--- config.mk ---
export PLATFORM = sky130hd
export DESIGN_NAME = shared_adder_sched
export DESIGN_NICKNAME = d
export VERILOG_FILES = /design/src/rtl/shared_adder_sched_pkg.sv /design/src/rtl/shared_adder_sched_rr_arbiter.sv /design/src/rtl/shared_adder_sched.sv
export SDC_FILE = /design/constraint.sdc
export NUM_CORES = 1
export LEC_CHECK = 0
export ABC_AREA = 1
export CORE_AREA = 2 2 446 448
export DETAILED_ROUTE_END_ITERATION = 8
export DIE_AREA = 0 0 448 450
export GPL_TIMING_DRIVEN = 0
export PLACE_DENSITY = 0.49
export SLEW_MARGIN = 20
export SYNTH_ARGS = -nofsm -noshare
export SYNTH_HDL_FRONTEND = slang
export SYNTH_HIERARCHICAL = 1
export SYNTH_SLANG_ARGS = --single-unit
--- constraint.sdc ---
create_clock -name clk -period 18.84 [get_ports clk]
set_input_delay 1.884 -clock clk [delete_from_list [all_inputs] [get_ports clk]]
set_output_delay 1.884 -clock clk [all_outputs]
set_load 0.02 [all_outputs]
--- src/rtl/shared_adder_sched_pkg.sv ---
// Shared defaults, id-width helper and id type for the shared adder scheduler.
package shared_adder_sched_pkg;

  localparam int DEF_ADDER_WIDTH = 125;
  localparam int DEF_NUM_REQ     = 4;

  // Requester index width; never narrower than one bit.
  function automatic int id_width(input int n);
    return (n > 1) ? $clog2(n) : 1;
  endfunction

  localparam int DEF_ID_W = id_width(DEF_NUM_REQ);

  typedef logic [DEF_ID_W-1:0] id_t;

endpackage

--- src/rtl/shared_adder_sched_rr_arbiter.sv ---
// Round-robin arbiter: grants the first valid requester at or after ptr,
// and moves ptr just past the winner whenever a grant is issued.
module rr_arbiter
  import shared_adder_sched_pkg::*;
#(
  parameter int NUM_REQ = DEF_NUM_REQ,
  parameter int ID_W    = id_width(NUM_REQ)
) (
  input  logic               clk,
  input  logic               reset,
  input  logic [NUM_REQ-1:0] req,
  input  logic               en,
  output logic [NUM_REQ-1:0] gnt,
  output logic [ID_W-1:0]    gnt_idx
);

  logic [ID_W-1:0] ptr;
  logic            hit;
  logic [ID_W:0]   cand;

  always_comb begin
    gnt     = '0;
    gnt_idx = '0;
    hit     = 1'b0;
    cand    = '0;
    for (int k = 0; k < NUM_REQ; k++) begin
      cand = {1'b0, ptr} + (ID_W+1)'(k);
      if (cand >= (ID_W+1)'(NUM_REQ)) cand = cand - (ID_W+1)'(NUM_REQ);
      if (en && !hit && req[cand[ID_W-1:0]]) begin
        hit                     = 1'b1;
        gnt[cand[ID_W-1:0]]     = 1'b1;
        gnt_idx                 = cand[ID_W-1:0];
      end
    end
  end

  always_ff @(posedge clk) begin
    if (reset) begin
      ptr <= '0;
    end else if (hit) begin
      ptr <= (gnt_idx == ID_W'(NUM_REQ-1)) ? '0 : gnt_idx + 1'b1;
    end
  end

endmodule

--- src/rtl/shared_adder_sched.sv ---
// Shared two-stage adder: round-robin selects one operand pair per cycle,
// stage 1 captures operands, stage 2 holds the carry-extended sum.
module shared_adder_sched
  import shared_adder_sched_pkg::*;
#(
  parameter int ADDER_WIDTH = DEF_ADDER_WIDTH,
  parameter int NUM_REQ     = DEF_NUM_REQ
) (
  input  logic                           clk,
  input  logic                           reset,
  input  logic [NUM_REQ-1:0]             req_valid,
  output logic [NUM_REQ-1:0]             req_ready,
  input  logic [NUM_REQ*ADDER_WIDTH-1:0] req_a,
  input  logic [NUM_REQ*ADDER_WIDTH-1:0] req_b,
  output logic                           rsp_valid,
  input  logic                           rsp_ready,
  output logic [id_width(NUM_REQ)-1:0]   rsp_id,
  output logic [ADDER_WIDTH:0]           rsp_sum
);

  localparam int ID_W = id_width(NUM_REQ);

  function automatic logic [ADDER_WIDTH:0] add_carry(input logic [ADDER_WIDTH-1:0] a,
                                                     input logic [ADDER_WIDTH-1:0] b);
    return {1'b0, a} + {1'b0, b};
  endfunction

  logic                   advance;
  logic                   arb_en;
  logic                   xfer;
  logic [NUM_REQ-1:0]     gnt;
  logic [ID_W-1:0]        gnt_idx;
  logic [ADDER_WIDTH-1:0] a_sel;
  logic [ADDER_WIDTH-1:0] b_sel;

  logic                   vld_p1;
  logic [ADDER_WIDTH-1:0] a_p1;
  logic [ADDER_WIDTH-1:0] b_p1;
  logic [ID_W-1:0]        id_p1;

  logic                   vld_p2;
  logic [ID_W-1:0]        id_p2;
  logic [ADDER_WIDTH:0]   sum_p2;

  // A full, unaccepted output freezes the whole pipe and the arbiter.
  assign advance   = ~vld_p2 | rsp_ready;
  assign arb_en    = advance & ~reset;
  assign xfer      = |gnt;
  assign req_ready = gnt;

  rr_arbiter #(
    .NUM_REQ (NUM_REQ),
    .ID_W    (ID_W)
  ) u_arb (
    .clk     (clk),
    .reset   (reset),
    .req     (req_valid),
    .en      (arb_en),
    .gnt     (gnt),
    .gnt_idx (gnt_idx)
  );

  always_comb begin
    a_sel = '0;
    b_sel = '0;
    for (int i = 0; i < NUM_REQ; i++) begin
      if (gnt[i]) begin
        a_sel = req_a[i*ADDER_WIDTH +: ADDER_WIDTH];
        b_sel = req_b[i*ADDER_WIDTH +: ADDER_WIDTH];
      end
    end
  end

  // Stage 1: granted operands and owner id
  always_ff @(posedge clk) begin
    if (reset) begin
      vld_p1 <= 1'b0;
    end else if (advance) begin
      vld_p1 <= xfer;
    end
  end

  always_ff @(posedge clk) begin
    if (advance && xfer) begin
      a_p1  <= a_sel;
      b_p1  <= b_sel;
      id_p1 <= gnt_idx;
    end
  end

  // Stage 2: sum with carry-out; a bubble only drops the valid
  always_ff @(posedge clk) begin
    if (reset) begin
      vld_p2 <= 1'b0;
      id_p2  <= '0;
      sum_p2 <= '0;
    end else if (advance) begin
      vld_p2 <= vld_p1;
      if (vld_p1) begin
        id_p2  <= id_p1;
        sum_p2 <= add_carry(a_p1, b_p1);
      end
    end
  end

  assign rsp_valid = vld_p2;
  assign rsp_id    = id_p2;
  assign rsp_sum   = sum_p2;

endmodule

Yosys cells after proc, flatten, opt, wreduce, memory -nomap -nowiden:

Cells that the tools add are included.

* bits in registers: 384
* bits of input ports: 1007
* word-level logic and storage cells: 95

* $add $sub $neg: 9
* magnitude comparators: 12
* equality and inequality tests: 1
* multiplexer cells: 41
* bitwise gates (word level): 7
* reduce and logical (&&, ||, !) cells: 17

Operators by type and width (number)
* two-way mux 125 bit: 8
* adder 125 x 125 -> 126 bit: 1
* two-way mux 2 bit: 9
* two-way mux 4 bit: 4
* logical AND 1 bit: 12
* less-than comparator 2 x 3 -> 1 bit (second input constant): 4
* two-way mux 1 bit: 12
* OR 4 bit: 3
* greater-or-equal comparator 3 bit (second input constant): 3
* binary-select mux 1 bit (select 2 bit): 4
* demux 1 bit (select 2 bit): 4
* greater-or-equal comparator 2 x 1 -> 1 bit (second input constant): 4
* subtractor 2 x 1 -> 2 bit (second input constant): 4
* adder 2 x 2 -> 3 bit (second input constant): 2
* OR reduction 4 bit: 1
* adder 2 x 1 -> 3 bit (second input constant): 1
* greater-or-equal comparator 2 x 3 -> 1 bit (second input constant): 1
* logical NOT 1 bit: 3
* adder 2 x 1 -> 2 bit (second input constant): 1
* equality test 2 bit (second input constant): 1
* NOT 1 bit: 2
* AND reduction 2 bit: 1
* bitwise AND 1 bit: 1
* OR 1 bit: 1

Logic depth before layout (Yosys ltp):

* word-level depth: 22
* depth in mapped cells: 20
* depth with buffers taken out: 20

Modules after synthesis:

The synthesis kept the hierarchy.

By module, submodules not included
* shared_adder_sched: times used 1, cells each 5636, area each 33563.4 µm²
* rr_arbiter: times used 1, cells each 95, area each 599.3 µm²

Worst setup path after synthesis:

No wires, ideal clock.

* path type: input-to-reg
* from: input reset
* to: register a_p1[0], enable pin
* data arrival time: 9.087 ns
* data required time: 18.237 ns
* path slack: 9.150 ns
* cell stages on the path: 13
* buffers on the path: 4
* path through: clkbuf_1 -> clkbuf_1 -> nor2_1 -> inv_1 -> o21bai_4 -> inv_2 -> nor2_4 -> nand2_2 -> o21ai_0 -> buf_2 -> clkbuf_1 -> o41ai_1 -> inv_1

* cells in the longest elaborated chain, start to end: 18
* elaborated cells between the ends (all ways): 24

Ends and longest elaborated chain
* start: declaration: line shared_adder_sched.sv:10 `input logic reset,`
* NOT 1 bit (*): line shared_adder_sched.sv:47 `assign arb_en = advance & ~reset;`
* bitwise AND 1 bit (*): line shared_adder_sched.sv:47
* net arb_en: line shared_adder_sched.sv:29 `logic arb_en;`
* logical AND 1 bit: line shared_adder_sched_rr_arbiter.sv:29 `if (en && !hit && req[cand[ID_W-1:0]]) begin`
* two-way mux 1 bit: line shared_adder_sched_rr_arbiter.sv:29
* logical NOT 1 bit: line shared_adder_sched_rr_arbiter.sv:29
* logical AND 1 bit (2 in series): line shared_adder_sched_rr_arbiter.sv:29
* two-way mux 1 bit: line shared_adder_sched_rr_arbiter.sv:29
* logical NOT 1 bit: line shared_adder_sched_rr_arbiter.sv:29
* logical AND 1 bit (2 in series): line shared_adder_sched_rr_arbiter.sv:29
* two-way mux 1 bit: line shared_adder_sched_rr_arbiter.sv:29
* logical NOT 1 bit: line shared_adder_sched_rr_arbiter.sv:29
* logical AND 1 bit (2 in series): line shared_adder_sched_rr_arbiter.sv:29
* two-way mux 4 bit (*): line shared_adder_sched_rr_arbiter.sv:29
* net req_ready[3]: line shared_adder_sched.sv:12 `output logic [NUM_REQ-1:0] req_ready,`
* OR reduction 4 bit (*): line shared_adder_sched.sv:48 `assign xfer = |gnt;`
* logical AND 1 bit (*): line shared_adder_sched.sv:84 `if (advance && xfer) begin`
* end signal: assignment: line shared_adder_sched.sv:85 `a_p1 <= a_sel;`
* end: declaration: line shared_adder_sched.sv:37 `logic [ADDER_WIDTH-1:0] a_p1;`

Mark *: on every way through the listed nets, which the timed path passes. The rest lies on a longest branch.
A chain may end at the register's enable or synchronous reset.

Worst setup path after layout:

* from: input reset
* to: output req_ready[3]

* cells in the longest elaborated chain, start to end: 16
* elaborated cells between the ends (all ways): 22

Ends and longest elaborated chain (line)
* NOT 1 bit (*): shared_adder_sched.sv:47
* bitwise AND 1 bit (*): shared_adder_sched.sv:47
* net arb_en: shared_adder_sched.sv:29
* logical AND 1 bit: shared_adder_sched_rr_arbiter.sv:29
* two-way mux 1 bit: shared_adder_sched_rr_arbiter.sv:29
* logical NOT 1 bit: shared_adder_sched_rr_arbiter.sv:29
* logical AND 1 bit (2 in series): shared_adder_sched_rr_arbiter.sv:29
* two-way mux 1 bit: shared_adder_sched_rr_arbiter.sv:29
* logical NOT 1 bit: shared_adder_sched_rr_arbiter.sv:29
* logical AND 1 bit (2 in series): shared_adder_sched_rr_arbiter.sv:29
* two-way mux 1 bit: shared_adder_sched_rr_arbiter.sv:29
* logical NOT 1 bit: shared_adder_sched_rr_arbiter.sv:29
* logical AND 1 bit (2 in series): shared_adder_sched_rr_arbiter.sv:29
* two-way mux 4 bit (*): shared_adder_sched_rr_arbiter.sv:29
* end: declaration: shared_adder_sched.sv:12

Marked as above.

==> impl_table.tex <==
\begin{tabular}{lr}
\hline
Metric & Value \\
\hline
\multicolumn{2}{l}{\textbf{Synth}} \\
\quad Post-synthesis sequential element count & 384 \\
\quad Proportion of synthesized flip-flops having asynchronous set or reset & 0 \\
\quad Avg Synthesized Cell Area & 5.96 sq um \\
\quad Biggest area contributors in the synthesized netlist & sky130\_fd\_sc\_hd\_\_edfxtp\_1 22\%, sky130\_fd\_sc\_hd\_\_nand2\_1 22\%, sky130\_fd\_sc\_hd\_\_inv\_1 10\%, sky130\_fd\_sc\_hd\_\_o21ai\_0 8.2\%, sky130\_fd\_sc\_hd\_\_dfxtp\_1 7.7\% \\
\quad Primary flip-flop cell chosen by synthesis mapping & sky130\_fd\_sc\_hd\_\_edfxtp\_1 \\
\quad Number of nets produced by synthesis & 6872 \\
\quad Post-synthesis sequential area ratio & 0.299 \\
\quad Total standard cell area after synthesis & 34200 sq um \\
\quad Yosys top cell area share & 0.222 \\
\quad Synthesized instance count & 5731 \\
\quad Number of synthesized flops with an enable pin & 252 \\
\quad Distinct cell type count of the synthesized netlist & 44 \\
\quad Total number of yosys warnings & 6 \\
\quad Cell taking the most area after synthesis & sky130\_fd\_sc\_hd\_\_edfxtp\_1 \\
\multicolumn{2}{l}{\textbf{STA}} \\
\quad Measured slew at the worst slew-check pin & 1.20 ns \\
\quad Remaining max-slew budget at the tightest pin & 0.203 \\
\quad Fmax & 0.127 GHz \\
\quad Final Skew & 0.0330 ns \\
\quad Final TNS setup & 0 ns \\
\quad Setup repair after global routing missed its margin & false \\
\quad Share of the clock period used by the worst path after layout & 0.419 \\
\quad Final worst path period need & 7.89 ns \\
\quad Max-slew violation count & 0 \\
\quad Total setup violations reported at the end of the flow & 0 \\
\quad Number of failing hold endpoints at the final stage & 0 \\
\multicolumn{2}{l}{\textbf{Critical path}} \\
\quad Number of cells traversed by the worst register-to-register path & 18 \\
\quad WP data arrival & 6.01 ns \\
\quad Bufs and invs on worst path & 5 \\
\quad Worst reg-to-reg setup slack & 13.14 ns \\
\quad Slowest stage delay, CP & 0.78 ns \\
\quad Endpoint of the worst register-to-register path & a\_p1[34] \\
\quad Cell at the slowest stage of the critical path & sky130\_fd\_sc\_hd\_\_clkdlybuf4s50\_1 \\
\quad Cells along the critical path & clkdlybuf4s50\_1 -> clkbuf\_1 -> clkbuf\_2 -> nor2\_1 -> nand4\_2 -> clkinv\_2 -> nor2\_4 -> nand2\_2 -> o21ai\_0 -> clkdlybuf4s50\_1 \\
\quad Top cell family by delay on the critical path & buffers and inverters \\
\quad Crit path required time & 16.96 ns \\
\quad Most frequent CP cell & sky130\_fd\_sc\_hd\_\_clkdlybuf4s50\_1 \\
\quad CP Class & in -> out \\
\quad Sort of element at the start of the critical path & input port \\
\quad Worst Path Max Fanout & 10 \\
\quad Crit. End Element & primary output \\
\multicolumn{2}{l}{\textbf{Detailed routing}} \\
\quad Drt first pass iters & 7 \\
\quad Total detailed-routing wirelength & 253 mm \\
\quad DRC violations left & 0 \\
\quad Post-DRT Antenna Nets & 0 \\
\quad Vias/cell & 4.36 \\
\quad First DRT Iteration DRCs & 3694 \\
\quad Wire length per cell after detailed routing & 26.3 um \\
\quad Vias after detailed routing & 42100 \\
\multicolumn{2}{l}{\textbf{Power and ir drop}} \\
\quad Leak pwr & 23.7 nW \\
\quad Power per cell area & 217 nW/um\^{}2 \\
\quad Worst VDD drop & 177 uV \\
\multicolumn{2}{l}{\textbf{Global route}} \\
\quad Grt ovf & 0 \\
\quad Overall global routing resource usage & 0.241 \\
\quad Met2 routing resource usage after global routing & 0.396 \\
\quad Met1 Usage GRT & 0.320 \\
\quad Routing layer with the top usage in global route & met2 \\
\quad Global-route wire length before repair & 334 mm \\
\quad Pin count of the biggest net entering global routing & 103 \\
\quad Via count of the first global-routing pass & 40700 \\
\quad Antenna violations before repair & 53 \\
\quad GR met3 Demand/Resource & 0.0424 \\
\multicolumn{2}{l}{\textbf{Hold path}} \\
\quad Worst Hold Launch & vld\_p1 \\
\quad Worst hold path endpoint & vld\_p1 \\
\quad Min-Delay Path Class & reg -> reg \\
\quad Hold-critical path depth & 2 \\
\multicolumn{2}{l}{\textbf{Placement}} \\
\quad Final RePlAce weighted congestion & 0.983 \\
\quad Total instance count after detailed placement & 9527 \\
\quad Hpwl dp & 226 mm \\
\quad Input/output buffers & 1139 \\
\multicolumn{2}{l}{\textbf{Clock tree}} \\
\quad H-tree Lvls & 2 \\
\quad Number of buffers inserted during clock tree synthesis & 49 \\
\quad Clock slew at the register clock pins of the worst setup and hold paths & 0.06 ns \\
\quad Clock sink count & 384 \\
\quad Clk\_lat worst skew & 0.65 ns \\
\quad Post-CTS setup buffer count & 0 \\
\quad Number of buffers added to fix hold violations after cts & 0 \\
\quad \# resized after CTS & 0 \\
\quad Maximum clock path buffer count & 3 \\
\quad Clock tree root buffer cell & sky130\_fd\_sc\_hd\_\_clkbuf\_16 \\
\quad CTS tree & built \\
\multicolumn{2}{l}{\textbf{Final layout}} \\
\quad Net count reported at finish & 8079 \\
\quad Ratio of cells with drive above 1 in the final layout & 0.0344 \\
\quad Number of standard cells in the layout, taps in and fillers out & 9640 \\
\quad P\&R area growth vs syn & 49.1\% \\
\multicolumn{2}{l}{\textbf{Die}} \\
\quad Number of core rows & 163 \\
\quad Die span in x & 448 um \\
\quad Die ar. & 202000 sq um \\
\quad Initial core utilization & 0.174 \\
\quad Die span in y & 450 um \\
\quad Count of boundary I/O pins & 1140 \\
\quad Core area & 197000 sq um \\
\multicolumn{2}{l}{\textbf{Run}} \\
\quad Max Cap Violations & 0 \\
\multicolumn{2}{l}{\textbf{Outcome}} \\
\quad Status & completed \\
\hline
\end{tabular}
-- cell type report --
type | count | area [sq um]
Sequential cell | 384 | 10200
Timing Repair Buffer | 1156 | 11800
Tap cell | 2640 | 3300
Multi-Input combinational cell | 4161 | 19400
Fill cell | 22400 | 146000
Clock inverter | 23 | 240
Clock buffer | 67 | 1370
Antenna cell | 23 | 57.6
Inverter | 950 | 3580
Buffer | 236 | 977
-- state kept, by name (all words and copies together) (netlist names), named ones only --
register and count:
rsp_id 2, rsp_valid 1, b_p1 125, a_p1 125, u_arb/ptr 1, id_p1 2
vld_p1 1, rsp_sum 126
-- stage by stage --
stage / cell area [sq um] / setup slack (ns) / total power (W) / util / hold WS, ns
CTS: 50900 / 11.02 / 0.0111 / 0.259 / 0.474
global placement: 48900 / 2.44 / 0.0101 / 0.249 / 0.451
global route: 50900 / 10.84 / 0.0119 / 0.259 / 0.509
finish: 51000 / 10.95 / 0.0111 / 0.259 / 0.474
detailed placement: 49300 / 10.57 / 0.0101 / 0.251 / 0.465
floorplan: 34200 / 9.15 / 0.00625 / - / 0.444
-- where the power goes --
| group | switching (W) | internal, W | total [W] |
|---|---|---|---|
| combinational | 0.00599 | 0.00221 | 0.00820 |
| clock | 0.000414 | 0.000555 | 0.000969 |
| sequential | 0.000241 | 0.00166 | 0.00190 |
| total | 0.00665 | 0.00443 | 0.0111 |
-- cell usage after synthesis, types with 2 or more instances --
cell and count:
sky130_fd_sc_hd__buf_2 16, sky130_fd_sc_hd__nand3_1 410, sky130_fd_sc_hd__nand3_2 16, sky130_fd_sc_hd__nor2_2 20
sky130_fd_sc_hd__nor2_4 10, sky130_fd_sc_hd__xor2_1 51, sky130_fd_sc_hd__o21ai_1 22, sky130_fd_sc_hd__nand2_1 1970
sky130_fd_sc_hd__nor3_2 8, sky130_fd_sc_hd__ha_1 133, sky130_fd_sc_hd__buf_1 34, sky130_fd_sc_hd__a31oi_1 8
sky130_fd_sc_hd__clkbuf_1 180, sky130_fd_sc_hd__dfxtp_1 132, sky130_fd_sc_hd__a21oi_1 351, sky130_fd_sc_hd__a22oi_1 3
sky130_fd_sc_hd__nor3_1 18, sky130_fd_sc_hd__o21bai_1 10, sky130_fd_sc_hd__nor2_1 479, sky130_fd_sc_hd__o221ai_1 3
sky130_fd_sc_hd__o21ai_0 562, sky130_fd_sc_hd__nand4_1 21, sky130_fd_sc_hd__o211ai_1 9, sky130_fd_sc_hd__o21a_1 5
sky130_fd_sc_hd__a221oi_1 2, sky130_fd_sc_hd__edfxtp_1 252, sky130_fd_sc_hd__a21o_1 4, sky130_fd_sc_hd__nand2_2 31
sky130_fd_sc_hd__xnor2_1 8, sky130_fd_sc_hd__clkbuf_8 4, sky130_fd_sc_hd__inv_1 930, sky130_fd_sc_hd__clkinv_1 2
sky130_fd_sc_hd__inv_2 16
-- how the worst max path moves through the flow --
stage	start	to	slack (ns)	depth (start not counted)
global placement	reset	b_p1[88]	2.44	13
floorplan	reset	a_p1[0]	9.15	13
finish	reset	req_ready[3]	10.95	10
detailed placement	reset	a_p1[34]	10.57	16
global route	reset	req_ready[3]	10.84	10
CTS	reset	req_ready[3]	11.02	10
-- worst min-delay path: stages, from the launching register on --
cell                      delay [ns]
sky130_fd_sc_hd__dfxtp_1        0.31
sky130_fd_sc_hd__nand2_1        0.06
sky130_fd_sc_hd__a21oi_1        0.06
-- layout by cell type (no fill, tap or decap), types with 5 or more instances in the layout --
| master | Yosys | routed |
|---|---|---|
| sky130_fd_sc_hd__dfxtp_1 | 132 | 132 |
| sky130_fd_sc_hd__xor2_1 | 51 | 51 |
| sky130_fd_sc_hd__o21ai_1 | 22 | 26 |
| sky130_fd_sc_hd__nand4_1 | 21 | 21 |
| sky130_fd_sc_hd__edfxtp_1 | 252 | 252 |
| sky130_fd_sc_hd__o211ai_1 | 9 | 9 |
| sky130_fd_sc_hd__xnor2_1 | 8 | 8 |
| sky130_fd_sc_hd__ha_1 | 133 | 133 |
| sky130_fd_sc_hd__nand2_2 | 31 | 31 |
| sky130_fd_sc_hd__buf_16 | 0 | 8 |
| sky130_fd_sc_hd__buf_2 | 16 | 16 |
| sky130_fd_sc_hd__nor2_1 | 479 | 478 |
| sky130_fd_sc_hd__clkinv_2 | 1 | 6 |
| sky130_fd_sc_hd__clkinv_1 | 2 | 5 |
| sky130_fd_sc_hd__clkdlybuf4s50_1 | 0 | 1139 |
| sky130_fd_sc_hd__nand3_2 | 16 | 16 |
| sky130_fd_sc_hd__o21a_1 | 5 | 5 |
| sky130_fd_sc_hd__clkbuf_1 | 180 | 175 |
| sky130_fd_sc_hd__nor3_2 | 8 | 8 |
| sky130_fd_sc_hd__clkbuf_8 | 4 | 9 |
| sky130_fd_sc_hd__o21ai_0 | 562 | 558 |
| sky130_fd_sc_hd__inv_1 | 930 | 929 |
| sky130_fd_sc_hd__a31oi_1 | 8 | 8 |
| sky130_fd_sc_hd__diode_2 | 0 | 23 |
| sky130_fd_sc_hd__o21bai_1 | 10 | 10 |
| sky130_fd_sc_hd__nand3_1 | 410 | 410 |
| sky130_fd_sc_hd__nor2_2 | 20 | 21 |
| sky130_fd_sc_hd__inv_2 | 16 | 16 |
| sky130_fd_sc_hd__nand2_1 | 1970 | 1970 |
| sky130_fd_sc_hd__buf_1 | 34 | 34 |
| sky130_fd_sc_hd__clkbuf_2 | 0 | 16 |
| sky130_fd_sc_hd__nor3_1 | 18 | 18 |
| sky130_fd_sc_hd__nor2_4 | 10 | 10 |
| sky130_fd_sc_hd__buf_12 | 0 | 8 |
| sky130_fd_sc_hd__clkbuf_16 | 0 | 50 |
| sky130_fd_sc_hd__a21oi_1 | 351 | 351 |
-- per-layer routing --
layer / wire length, um / up-vias
met5: 184 / -
met4: 8970 / 30
met3: 15500 / 263
met2: 116000 / 1491
met1: 113000 / 19800
li1: - / 20500
-- kinds of logic after synthesis --
group,share of synthesized area
fa+ha+maj,0.0493
buf+inv,0.133
simple gates,0.357
xor+xnor,0.0151
flops,0.299
compound gates,0.148
No activity file was read; power rests on OpenSTA's default activity.
